--- src/rtl/fetch_stage_pkg.sv ---
// Shared definitions for the fetch stage: FSM encoding, instruction field
// positions and the default reset fetch address.
package fetch_stage_pkg;

    typedef enum logic [1:0] {
        ST_REQ   = 2'b01,
        ST_ISSUE = 2'b10
    } fetch_state_e;

    localparam logic [31:0] RESET_PC_DEFAULT = 32'h0000_0000;

    localparam int COND_MSB  = 31;
    localparam int COND_LSB  = 28;
    localparam int OP_MSB    = 27;
    localparam int OP_LSB    = 26;
    localparam int FUNCT_MSB = 25;
    localparam int FUNCT_LSB = 20;
    localparam int RD_MSB    = 15;
    localparam int RD_LSB    = 12;

    // Word-align an address; fetch addresses never carry low bits.
    function automatic logic [31:0] align_pc(input logic [31:0] addr);
        return {addr[31:2], 2'b00};
    endfunction

endpackage

--- src/rtl/fetch_stage_instr_split.sv ---
// Combinational extraction of the decode fields from a registered instruction word.
module instr_split
    import fetch_stage_pkg::*;
(
    input  logic [31:0] instr_i,
    output logic [3:0]  cond_o,
    output logic [1:0]  op_o,
    output logic [5:0]  funct_o,
    output logic [3:0]  rd_o
);

    assign cond_o  = instr_i[COND_MSB:COND_LSB];
    assign op_o    = instr_i[OP_MSB:OP_LSB];
    assign funct_o = instr_i[FUNCT_MSB:FUNCT_LSB];
    assign rd_o    = instr_i[RD_MSB:RD_LSB];

    // Bits not used by this split stay visible to later decode stages via instr.
    logic unused_bits;
    assign unused_bits = ^{instr_i[FUNCT_LSB-1:RD_MSB+1], instr_i[RD_LSB-1:0]};

endmodule

--- src/rtl/fetch_stage.sv ---
// Two-state instruction fetch: request a word, then hold it until downstream
// consumes it, optionally redirecting the next fetch.
module fetch_stage
    import fetch_stage_pkg::*;
#(
    parameter logic [31:0] RESET_PC = RESET_PC_DEFAULT
)(
    input  logic        clk,
    input  logic        reset,
    output logic        imem_req,
    output logic [31:0] imem_addr,
    input  logic        imem_ready,
    input  logic [31:0] imem_rdata,
    input  logic        stall,
    input  logic        pc_src,
    input  logic [31:0] branch_target,
    output logic        instr_valid,
    output logic [31:0] instr,
    output logic [3:0]  cond,
    output logic [1:0]  op,
    output logic [5:0]  funct,
    output logic [3:0]  rd,
    output logic [31:0] pc_out,
    output logic [31:0] pc_plus8,
    output logic [15:0] fetch_count
);

    fetch_state_e state_q, state_d;
    logic [31:0]  pc_q, pc_d;
    logic [31:0]  instr_q, instr_d;
    logic         valid_q, valid_d;
    logic [31:0]  pc_out_q, pc_out_d;
    logic [15:0]  count_q, count_d;

    always_ff @(posedge clk or negedge reset) begin
        if (!reset) begin
            state_q  <= ST_REQ;
            pc_q     <= align_pc(RESET_PC);
            instr_q  <= '0;
            valid_q  <= 1'b0;
            pc_out_q <= '0;
            count_q  <= '0;
        end else begin
            state_q  <= state_d;
            pc_q     <= pc_d;
            instr_q  <= instr_d;
            valid_q  <= valid_d;
            pc_out_q <= pc_out_d;
            count_q  <= count_d;
        end
    end

    always_comb begin
        state_d  = state_q;
        pc_d     = pc_q;
        instr_d  = instr_q;
        valid_d  = valid_q;
        pc_out_d = pc_out_q;
        count_d  = count_q;
        case (state_q)
            ST_REQ: begin
                if (imem_ready) begin
                    instr_d  = imem_rdata;
                    pc_out_d = pc_q;
                    pc_d     = pc_q + 32'd4;
                    valid_d  = 1'b1;
                    state_d  = ST_ISSUE;
                end
            end
            ST_ISSUE: begin
                // A stalled consumer freezes everything, including any redirect.
                if (!stall) begin
                    valid_d = 1'b0;
                    count_d = count_q + 16'd1;
                    if (pc_src) begin
                        pc_d = align_pc(branch_target);
                    end
                    state_d = ST_REQ;
                end
            end
            default: begin
                valid_d = 1'b0;
                state_d = ST_REQ;
            end
        endcase
    end

    // Gating with reset makes the request drop in the same cycle reset asserts.
    assign imem_req    = reset && (state_q == ST_REQ);
    assign imem_addr   = pc_q;
    assign instr_valid = valid_q;
    assign instr       = instr_q;
    assign pc_out      = pc_out_q;
    assign pc_plus8    = pc_out_q + 32'd8;
    assign fetch_count = count_q;

    instr_split u_split (
        .instr_i (instr_q),
        .cond_o  (cond),
        .op_o    (op),
        .funct_o (funct),
        .rd_o    (rd)
    );

endmodule

--- config.mk ---
export PLATFORM = sky130hd
export DESIGN_NAME = fetch_stage
export DESIGN_NICKNAME = d
export VERILOG_FILES = /design/src/rtl/fetch_stage_pkg.sv /design/src/rtl/fetch_stage_instr_split.sv /design/src/rtl/fetch_stage.sv
export SDC_FILE = /design/constraint.sdc
export NUM_CORES = 1
export LEC_CHECK = 0
export BUFFER_PORTS_ARGS = -buffer_cell sky130_fd_sc_hd__buf_2
export CELL_PAD_IN_SITES_DETAIL_PLACEMENT = 1
export CELL_PAD_IN_SITES_GLOBAL_PLACEMENT = 2
export CORE_MARGIN = 2
export CORE_UTILIZATION = 30
export CTS_CLUSTER_SIZE = 24
export DETAILED_ROUTE_END_ITERATION = 12
export PLACE_DENSITY = 0.83
export SLEW_MARGIN = 40
export SYNTH_ARGS = -nofsm -noshare
export SYNTH_HDL_FRONTEND = slang
export SYNTH_SLANG_ARGS = --single-unit
--- constraint.sdc ---
create_clock -name clk -period 2.48 [get_ports clk]
set_input_delay 0.124 -clock clk [delete_from_list [all_inputs] [get_ports clk]]
set_output_delay 0.124 -clock clk [all_outputs]
set_load 0.03 [all_outputs]
==> results.tsv <==
metric	value	unit
Num CTS Buffers	9	
Hold Crit Start	branch_target[3]	
clk slew on worst S/H paths	70	ps
clock sink count	110	
Max-slew headroom	0.600	
worst path required time	2360	ps
H-tree Lvls	3	
Max Clk Rate	0.429	GHz
layout cell share with drive strength beyond 1	0.308	
Ys Warns	0	
GPL Wtd Cong	0.802	
critical path type	reg -> out	
largest net degree at the start of global routing	103	
Initial Util	0.308	
period utilization	0.940	
Layout Skew	7.33	ps
Die Y	143	µm
drt drc	0	
min Tclk post-route	2330	ps
PwrDens	1250	nW/µm²
layout overhead on the synthesized area	32.0	%
Total Wirelength	19900	µm
via count	5532	
drt initial violations	208	
Placeable Area	18800	µm²
hold crit path type	in -> reg	
register area share after synthesis	0.477	
endpoints failing hold	0	
RSZ-0062 raised after global routing	true	
final core utilization	0.406	
final hold slack	20.9	ps
wire length per cell	17.7	µm
synthesized cell area	5770	µm²
Max clock buf depth	2	
first-pass GRT wire length	31300	µm
sw frac	0.525	
leak pwr	3.94	nW
Clk pwr share	0.141	
Pre-antenna DRT Iters	4	
Sw Pwr	4.99	mW
Crit Path Max Fanout	6	
Setup crit start	pc_out[10]	
HPWL after DPL	14400	µm
FFs w/ async S/R, synth	1.00	
Hold Path Stages	3	
#FFs+latches synth	110	
io pins	231	
die area	20400	µm²
vias per cell	4.90	
Internal	4.53	mW
Die Wd	143	µm
Sequential Power Share	0.344	
Mapped Cells	657	
reg2reg start	imem_addr[10]	
Max-Cap Viols	0	
final instance area	7620	µm²
Skew-Pair Late Insertion Delay	350	ps
crit path DAT	2210	ps
Final setup viols	0	
CTS root buffer	clkbuf_16	
VDD IR max	365	µV
Std-Cell Rows	50	
Antenna Nets Post-Route	0	
Slew Viols, Final	0	
post-CTS setup buffer count	0	
Post-DP Area	7030	µm²
EDFF count, synth	0	
CTS tree	done	
Port Buffers	222	
Least-Margin Pin Slew	598	ps
Worst setup SP type	flip-flop	
initial antenna violation count	1	
status	finished, final reports clean	
vias in the first global route	5611	
Synth cell types	61	
combinational share of power	0.515	
r2r worst-path depth	5	
ys flop type	dfrtp_1	
Final nets	963	
total track usage	0.198	
Mean Syn Cell Area	8.79	µm²
Setup crit end kind	output pin	
GR Overflow Total	0	
==> layer usage <==
layer / track usage / vias to the layer above / routed length (µm)
li1: - / 2686 / -
met1: 0.253 / 2666 / 8990
met2: 0.335 / 157 / 9440
met3: 0.0490 / 23 / 1160
met4: 0.0526 / 0 / 338
met5: 0 / - / 0
==> cell usage after synthesis, drive strengths merged, types with 14 or more instances <==
master / n / area, µm²
nand2: 204 / 768
buf: 42 / 279
nor2: 37 / 141
a21oi: 22 / 110
dfrtp: 109 / 2730
xor2: 17 / 149
xnor2: 25 / 219
nand3: 30 / 165
o21ai: 14 / 70.1
nor3: 17 / 106
and3: 19 / 123
nand4: 18 / 128
==> worst paths after layout <==
check | endpoint | slack [ps]
max | pc_plus8[31] | 150
min | imem_addr[3] | 20
max reg2reg | imem_addr[31] | 570
min reg2reg | instr[11] | 470
max in group asynchronous | pc_out[9] | 1470
min in group asynchronous | imem_addr[30] | 160
==> layout make-up <==
cell class	count	area, µm²
fillers	2291	11100
flip-flops and latches	110	2760
multi-input cells	490	2690
repair buffers	272	1600
well taps	234	293
clock buffers	10	229
inverters	8	30.0
clock inverters	4	26.3
diodes	1	2.50
==> repair_timing <==
action | 4_1_cts | 5_1_grt
hold endpoints to repair | 40 | 0
setup endpoints to repair | 0 | 3
hold buffers | 33 | 0
resized for setup | 0 | 2
==> registers in the layout, summed over array words and instances, names as in the netlist <==
| register | cells |
|---|---|
| fetch_count | 16 |
| imem_addr | 30 |
| instr | 32 |
| instr_valid | 1 |
| pc_out | 30 |
| state_q | 1 |
==> kinds of logic (layout without fill, tap and decap cells) <==
| family | count (synthesis) | in the layout | share of synthesized area |
|---|---|---|---|
| compound gates | 86 | 86 | 0.101 |
| xor+xnor | 42 | 42 | 0.0637 |
| fa+ha+maj | 3 | 3 | 0.00650 |
| buf+inv | 62 | 294 | 0.0613 |
| flops | 110 | 110 | 0.477 |
| other cells | 1 | 7 | 0.000650 |
| simple gates | 353 | 353 | 0.289 |
==> stage by stage <==
step	power (mW)	worst slack [ps]	setup TNS, ps	instances
after floorplan	6.63	324	0	662
after global placement	8.13	527	0	1081
after detailed placement	8.21	466	0	1081
after CTS	9.63	60.7	0	1128
after global routing	10.1	-0.222	-0.222	1128
final	9.52	150	0	1129
==> power by group through the flow <==
| stage | clock, mW | combinational (mW) | sequential (mW) |
|---|---|---|---|
| final | 1.34 | 4.90 | 3.28 |
| after global routing | 1.46 | 5.26 | 3.40 |
| after CTS | 1.40 | 4.95 | 3.28 |
| after detailed placement | 0 | 4.90 | 3.31 |
| after global placement | 0 | 4.86 | 3.27 |
| after floorplan | 0 | 2.25 | 4.39 |
==> cells in the final DEF, fill, tap and decap left out, types with 4 or more instances in the layout <==
cell type,n
buf_2,221
nand2_1,203
dfrtp_1,108
nor2_1,36
dlygate4sd3_1,33
nand3_1,27
xnor2_1,25
a21oi_1,22
nand4_1,17
xor2_1,17
and3_1,16
buf_4,16
nor3_1,14
o21ai_0,12
clkbuf_16,9
inv_1,8
a31oi_1,8
a311oi_1,8
o22a_1,6
conb_1,6
and2_1,4
nand2b_1,4
a211oi_1,4
o22ai_1,4
==> worst max-delay path, cell delays in order, from the launching register on <==
cell	delay, ps
dfrtp_1	410
and4_2	300
and3_2	250
nand3_2	170
nor4_2	320
xor2_1	180
buf_2	220
Power figures use the tool's default switching activity.
